## config.mk

```make
export PLATFORM = sky130hd
export DESIGN_NAME = fetch_stage
export DESIGN_NICKNAME = d
export VERILOG_FILES = /design/src/rtl/fetch_stage.sv
export SDC_FILE = /design/constraint.sdc
export NUM_CORES = 1
export LEC_CHECK = 0
export ABC_AREA = 1
export CORE_MARGIN = 1
export CORE_UTILIZATION = 50
export DETAILED_ROUTE_END_ITERATION = 16
export PLACE_DENSITY = 0.94
export SYNTH_ARGS = -nofsm -noshare
export SYNTH_HDL_FRONTEND = slang
export SYNTH_SLANG_ARGS = --single-unit
```

## constraint.sdc

```tcl
create_clock -name clk -period 4.7 [get_ports clk]
set_input_delay 1.41 -clock clk [delete_from_list [all_inputs] [get_ports clk]]
set_output_delay 1.41 -clock clk [all_outputs]
set_load 0.05 [all_outputs]
```

## src/rtl/fetch_stage.sv

```systemverilog
// Instruction-fetch stage: owns the PC, drives the instruction memory address,
// and loads the IF/ID register under stall, redirect, halt and range control.
module fetch_stage #(
    parameter logic [31:0] RESET_PC   = 32'd0,
    parameter int unsigned IMEM_WORDS = 1024
) (
    input  logic        clk,
    input  logic        reset,
    input  logic        stall,
    input  logic        branch_taken,
    input  logic [31:0] branch_target,
    input  logic        jump,
    input  logic [31:0] jump_target,
    input  logic        halt,
    output logic [31:0] imem_address,
    input  logic [31:0] imem_instruction,
    output logic [31:0] ifid_instruction,
    output logic [31:0] ifid_pc_plus4,
    output logic        ifid_valid,
    output logic        halted,
    output logic [31:0] fetch_count
);

    localparam int unsigned ADDR_W     = 32;
    localparam logic [ADDR_W:0] IMEM_BYTES = (ADDR_W+1)'(IMEM_WORDS) * (ADDR_W+1)'(4);

    typedef enum logic {
        RUN    = 1'b0,
        HALTED = 1'b1
    } state_t;

    state_t            state, state_n;
    logic [ADDR_W-1:0] pc, pc_n;
    logic [31:0]       instr_n;
    logic [ADDR_W-1:0] pc4_n;
    logic              valid_n;
    logic [31:0]       count_n;
    logic [ADDR_W-1:0] pc_plus4;
    logic              out_of_range;

    assign imem_address = pc;
    assign halted       = (state == HALTED);
    assign pc_plus4     = pc + ADDR_W'(4);
    assign out_of_range = ({1'b0, pc} >= IMEM_BYTES);

    // State and pipeline register
    always_ff @(posedge clk) begin
        if (reset) begin
            state            <= RUN;
            pc               <= RESET_PC;
            ifid_instruction <= 32'd0;
            ifid_pc_plus4    <= 32'd0;
            ifid_valid       <= 1'b0;
            fetch_count      <= 32'd0;
        end else begin
            state            <= state_n;
            pc               <= pc_n;
            ifid_instruction <= instr_n;
            ifid_pc_plus4    <= pc4_n;
            ifid_valid       <= valid_n;
            fetch_count      <= count_n;
        end
    end

    // Next-PC selection and IF/ID load; redirect beats stall, halt beats redirect
    always_comb begin
        state_n = state;
        pc_n    = pc;
        instr_n = ifid_instruction;
        pc4_n   = ifid_pc_plus4;
        valid_n = ifid_valid;
        count_n = fetch_count;

        case (state)
            RUN: begin
                if (halt) begin
                    state_n = HALTED;
                    instr_n = 32'd0;
                    valid_n = 1'b0;
                end else if (branch_taken) begin
                    pc_n    = {branch_target[31:2], 2'b00};
                    instr_n = 32'd0;
                    pc4_n   = 32'd0;
                    valid_n = 1'b0;
                end else if (jump) begin
                    pc_n    = {jump_target[31:2], 2'b00};
                    instr_n = 32'd0;
                    pc4_n   = 32'd0;
                    valid_n = 1'b0;
                end else if (out_of_range) begin
                    state_n = HALTED;
                    instr_n = 32'd0;
                    valid_n = 1'b0;
                end else if (!stall) begin
                    pc_n    = pc_plus4;
                    instr_n = imem_instruction;
                    pc4_n   = pc_plus4;
                    valid_n = 1'b1;
                    count_n = fetch_count + 32'd1;
                end
            end
            HALTED: begin
                valid_n = 1'b0;
            end
            default: begin
                state_n = RUN;
            end
        endcase
    end

endmodule
```

# After elaboration in Yosys (flattened, before gate mapping)
# Cells that the tools add are included.
# totals
wordCells	44
out_inout_bits	130
inputBits	102
ff_bits	130
# classes
n_mux	22
n_eq_ne	4
bitwise_logic	6
order_cmp	1
add_sub_neg	2
n_reduce_logical	3
# ops
cell	count
$mux W32	11
$add A32 B1 Y32 const B	1
$add A32 B3 Y32 const B	1
$ge A32 B13 Y1 const B	1
$mux W1	10
$ne A6 B6 Y1 const B	1
$not A1 Y1	6
$reduce_and A6 Y1	1
$ne A5 B1 Y1 const B	1
$reduce_and A4 Y1	1
$ne A3 B1 Y1 const B	1
$ne A3 B3 Y1 const B	1
$pmux W1 S2	1
$reduce_and A2 Y1	1

# Logic depth before layout (Yosys ltp)
# Gate-level depths: netlist (run 1).
# logic_depth
word_depth	6
ltp_mapped	12

# Worst setup path before layout (run 1)
# OpenSTA, ideal clock, no wires.
# synth_path
path_kind	input port to flip-flop
from	input port branch_taken
to	register fetch_count[21]
arrival_ns	2.516
path_buffers	2
path_stages	9
path_slack_ns	2.114
path_cell_list	buf_2 -> nor2_1 -> nand2_1 -> nor2_2 -> nand3_2 -> clkinv_2 -> buf_6 -> nand2_1 -> a21oi_1
# synth_via
elab_chain_len	2
# synth_lines
element	line	text
start, declared	10	input logic branch_taken,
$not A1 Y1 (no line)	-	
$reduce_and A6 Y1 (no line)	-	
end signal, assigned	61	fetch_count <= count_n;
end, declared	21	output logic [31:0] fetch_count
# Every way passes these cells.
# A chain may end at the register's enable or synchronous reset.

# Worst setup path after layout (run 1)
# layout_path
from	input port jump
to	register ifid_instruction[6]
# layout_via
elab_chain_len	3
# layout_lines
element	line	text
start, declared	12	input logic jump,
$mux W32	85	end else if (jump) begin
$mux W32	80	end else if (branch_taken) begin
$mux W32	76	if (halt) begin
end signal, assigned	58	ifid_instruction <= instr_n;
end, declared	17	output logic [31:0] ifid_instruction,
# Several ways; a longest one is shown, not always the timed one.

==> run metrics, run 1 <==
Async SR Flop Fraction 0; most frequent cell after synthesis nand2_1; clk_skew 0.00554 ns; Syn Area/Cell about 6.2 sq um; Slew @ Worst Pin slightly below 0.9 ns; P_leak roughly 3.6 nW; CTS sink count 127; layout cell share with drive strength beyond 1 0.0434; GP Congestion around 0.92; clock buffer count from CTS 17; Net Switching 759 uW; Post-CTS Repair Setup Buffers 0; Synth Register Bits 127; CP startpoint kind input port; Final Non-Filler Cells roughly 1.5k; Die W 118 um; CTS Root Cell clkbuf_16; # IOs 232; ant diodes 0; CTS tree yes; largest area contributor in the netlist dfxtp_1; YS warnings 0; min-delay src ifid_pc_plus4[25]; P_int between 2 and 2.5 mW; clock network fraction of design power 0.457; Switching Fraction 0.265; Min-Delay Path Class reg2reg; Synth top cells by count 430 x nand2_1, 153 x nor2_1, 127 x dfxtp_1; Tcrit/Tclk final 0.735; CP Max Fanout 64; initial antenna violation count 0; fmax ~0.29 GHz; port bufs 225; WL per Instance 15.4 um; Skew-Pair Late Insertion Delay ~0.43 ns; fin. max-slew vios 0; HPWL Detailed 15,600 um; nets 1,381; DR pass1 iterations 6; hold_ws between 0.4 and 0.5 ns; Max IR drop VDD 274 uV; register area share after synthesis 0.379; Tot GR Track Use 0.328; cell count after placement 1,429; fillers 999; Routed Antenna Nets 0; RSZ-0062 raised after global routing no; Synth Instances 1,075; Fin. Hold Viols 0; # hold bufs at CTS 0; placed instance area 0.00895 sq mm; pwr dens 300 mW/mm^2; GRT overflow 0; vias in the first global route 7,411; Comb power frac 0.145; vias 7,778; largest net degree at the start of global routing 73; CTS resizes 0; relative slew slack 0.403; final critical-path required period 3.45 ns; CP required 4.97 ns; post-synth cell types 33; most common flop cell mapped by yosys dfxtp_1; P&R area growth vs syn 42.0%; Die Y 118 um; Core ar. 0.0128 sq mm; number of max-cap violations 0; CP Launch Point jump; share of power burned in registers 0.398; post-synth top area share 0.379; Worst EP arrival around 3.7 ns; initial detailed-routing violation count 812; Initial Utilization 0.523; Setup-failing EPs final 0; Mapped Area 0.00671 sq mm; synth top area cells dfxtp_1 38%, nand2_1 24%, a21oi_1 9.3%; first-pass GRT wire length 36,400 um; residual DRC count 0; die area between 0.01 and 0.015 sq mm; clock edge transition at the registers on the reported setup and hold paths 0.05 ns; crit end category flip-flop; Vias/cell 5.32; CTS HTree Levels 4; Setup CP Type in2reg; drt total wl 22,500 um; status completed; FF-to-FF Start imem_address[15]; Max Buffers Root-to-Sink 2; fin area 0.00953 sq mm; Std-Cell Rows 41; number of synthesized flops with an enable pin 0; final setup TNS 0 ns
[metrics by stage]
stage | power (mW) | worst slack [ns] | utilization
after floorplan | 1.39 | 2.11 | -
after global placement | 1.56 | 0.897 | 0.698
after detailed placement | 1.56 | 0.884 | 0.698
after CTS | 2.87 | 1.28 | 0.743
after global routing | 2.96 | 1.05 | 0.743
final | 2.86 | 1.25 | 0.743
[flip-flops by register name, summed over array words and instances, names as in the netlist]
signal,flops
ifid_valid,1
halted,1
fetch_count,32
ifid_instruction,32
imem_address,30
ifid_pc_plus4,31
[path summary, 6_finish.rpt]
check / to / slack, ns / cells after the start
setup / recovery: ifid_instruction[6] / 1.25 / 9
hold / removal: ifid_pc_plus4[25] / 0.44 / 2
setup reg to reg: ifid_instruction[6] / 2.06 / 10
hold reg to reg: ifid_pc_plus4[25] / 0.44 / 2
[cell type report]
| cell class | count | area [sq um] | share of cell area |
|---|---|---|---|
| Clock buffer | 27 | 503 | 0.0528 |
| Multi-Input combinational cell | 837 | 3660 | 0.384 |
| Sequential cell | 127 | 2540 | 0.267 |
| Clock inverter | 5 | 77.6 | 0.00814 |
| Inverter | 62 | 234 | 0.0246 |
| Timing Repair Buffer | 231 | 2290 | 0.241 |
| Tap cell | 172 | 215 | 0.0226 |
[worst max-delay path: stages]
cell and delay, ns:
clkdlybuf4s50_1 0.52, nor2_1 0.10, nand2_1 0.10, nor2_2 0.06, nand3_2 0.05, buf_4 0.33, clkinv_2 0.76, nand2_1 0.29
a21oi_1 0.10
[logic make-up after synthesis]
| kind of cell | synth area share |
|---|---|
| AND/OR/NAND/NOR | 0.397 |
| AO/OA/AOI/OAI | 0.108 |
| flip-flops | 0.379 |
| buffers and inverters | 0.0761 |
| XOR/XNOR | 0.0339 |
| adder cells (fa/ha/maj) | 0.00560 |
| other | 0.000559 |
[layer usage]
layer | GRT usage | vias up | part of all wire
li1 | - | 3783 | -
met1 | 0.376 | 3559 | 0.39
met2 | 0.552 | 378 | 0.48
met3 | 0.106 | 58 | 0.095
met4 | 0.151 | 0 | 0.032
met5 | 0 | - | 0
[cell usage in the layout (no fill, tap or decap), types with 4 or more instances in the layout]
cell type	count
o21ai_0	12
xnor2_1	4
clkbuf_1	6
clkdlybuf4s50_1	224
clkbuf_8	4
nor3_1	11
or2_2	12
nand3b_1	5
xor2_1	22
clkbuf_16	17
a21oi_1	124
buf_4	7
nor2_1	153
nand3_1	37
dfxtp_1	127
nand2_1	430
nand4_1	8
inv_1	57
[power by group through the flow]
stage | logic, mW | clock network [mW] | registers, mW
3_3_place_gp | 0.401 | 0 | 1.16
4_1_cts | 0.412 | 1.32 | 1.13
5_1_grt | 0.446 | 1.37 | 1.14
2_1_floorplan | 0.166 | 0 | 1.23
6_report | 0.415 | 1.31 | 1.14
3_5_place_dp | 0.406 | 0 | 1.16
(Power assumes the default switching activity.)
==> run 2, diff against run 1 <==
Settings changed: CORE_UTILIZATION 50 to 42, PLACE_DENSITY 0.94 to 0.85.
Clock period 4.7 ns to 3.1 ns, I/O delays scaled along.
==> run 2 against run 1 <==
  * Power increased by 51%
  * Non-clock buffer count is 7 higher
  * Combinational power increased by 53%
  * Clock skew increased by 0.0057 ns
  * Highest routed layer unchanged
==> run metrics, run 2 (same netlist as run 1, synthesis figures left out) <==
Die Y 128 um; fin area 0.00965 sq mm; Routed Antenna Nets 0; nets 1,388; CTS resizes 0; RSZ-0062 raised after global routing no; register cell area after layout roughly 0.0025 sq mm; Max IR drop VDD 373 uV; CTS HTree Levels 4; Initial Utilization 0.436; residual DRC count 0; Std-Cell Rows 45; final setup TNS 0 ns; fin. max-slew vios 0; relative slew slack 0.525; share of power burned in registers 0.400; delay-heaviest family, CP buffers and inverters; CP Max Fanout 7; # IOs 232; Min-Delay Path Class reg2reg; die area around 0.016 sq mm; GRT overflow 0; total power draw between 4 and 5 mW; drt total wl 21,700 um; Tcrit/Tclk final 0.872; hold_ws 0.438 ns; pwr dens 446 mW/mm^2; Switching Fraction 0.264; met3 Track Usage GR 0.0861; Core ar. approximately 0.015 sq mm; CP endpoint imem_address[19]; Max Buffers Root-to-Sink 2; CP Launch Point imem_address[19]; vias in the first global route between 7k and 8k; P_leak 3.68 nW; fmax 0.370 GHz; DR pass1 iterations 6; Comb power frac 0.147; Tot GR Track Use 0.266; # hold bufs at CTS 0; cells along the critical path clkdlybuf4s50_1; Setup-failing EPs final 0; Skew-Pair Late Insertion Delay 0.42 ns; vias 7,653; Slowest-stage cell, CP clkdlybuf4s50_1; final critical-path required period 2.70 ns; initial detailed-routing violation count 568; fillers 1,378; GR Util met2 0.442; first-pass GRT wire length 34,600 um; CTS tree yes; GP Congestion 0.945; initial antenna violation count 1; CTS sink count 127; Crit path depth 1; R2R Setup Slk 1.02 ns; biggest regs fetch_count x32, ifid_instruction x32, ifid_pc_plus4 x31; Die W 128 um; pre-CTS worst setup slack 0.278 ns; clock buffer count from CTS 17; layout cell share with drive strength beyond 1 0.0502; Post-CTS Repair Setup Buffers 0; largest net degree at the start of global routing 101; CP required 2.17 ns; port bufs 225; status completed; HPWL Detailed 15,600 um; Worst EP arrival 1.77 ns; crit end category primary output; Fin. Hold Viols 0; most frequent cells in the layout 430 x nand2_1, 224 x clkdlybuf4s50_1, 153 x nor2_1; number of max-cap violations 0; Setup CP Type reg2out; Reg2Reg Depth 10; RR Endpoint imem_address[8]; slack of the critical path 0.397 ns; WL per Instance 14.4 um; FF-to-FF Start imem_address[15]; clock network fraction of design power 0.453; commonest non-fill, non-tap cell in the layout nand2_1; Vias/cell 5.08; clk_skew 0.0112 ns; clock edge transition at the registers on the reported setup and hold paths around 0.050 ns; CTS Root Cell clkbuf_16; placed instance area roughly 0.0091 sq mm; P_int 3.17 mW; P&R area growth vs syn 43.9%; worst path bufs/invs 1; CP startpoint kind flip-flop; GRT met1 Usage 0.317; busiest grt layer met2; slowest stage delay, CP around 0.88 ns; Net Switching 1.14 mW; Multi-input gate area 0.00366 sq mm; Slew @ Worst Pin 0.708 ns
[run 2: power by group through the flow]
stage / combinational (mW) / clock [mW] / sequential, mW
after floorplan: 0.251 / 0 / 1.86
after global placement: 0.620 / 0 / 1.75
after detailed placement: 0.626 / 0 / 1.75
after CTS: 0.631 / 1.97 / 1.72
after global routing: 0.684 / 2.06 / 1.73
final: 0.634 / 1.95 / 1.72
[run 2: area by class of cell]
type,instances,share of cell area
multi-input combinational,837,0.379
sequential,127,0.263
timing repair buffer,238,0.246
clock buffer,26,0.0548
tap,211,0.0273
inverter,62,0.0242
clock inverter,4,0.00518
antenna,1,0.000259
[run 2: how the worst min path moves through the flow]
| stage | startpoint | end | slack, ns | depth (start not counted) |
|---|---|---|---|---|
| floorplan | ifid_pc_plus4[20] | ifid_pc_plus4[20] | 0.66 | 2 |
| global placement | ifid_pc_plus4[22] | ifid_pc_plus4[22] | 0.42 | 2 |
| global route | ifid_pc_plus4[28] | ifid_pc_plus4[28] | 0.46 | 2 |
| detailed placement | ifid_pc_plus4[14] | ifid_pc_plus4[14] | 0.43 | 2 |
| finish | ifid_pc_plus4[14] | ifid_pc_plus4[14] | 0.44 | 2 |
| CTS | ifid_pc_plus4[14] | ifid_pc_plus4[14] | 0.44 | 2 |
[run 2: metrics by stage]
stage,instances,util
CTS,1505,0.628
floorplan,1076,-
global placement,1475,0.590
global route,1505,0.628
detailed placement,1475,0.590
finish,1506,0.628
[run 2: routing by layer]
layer  wire length [um]  vias to the layer above
met4                656                        0
met3               1980                       52
met5                  0                        -
met1               8960                     3471
met2              10100                      342
li1                   -                     3788
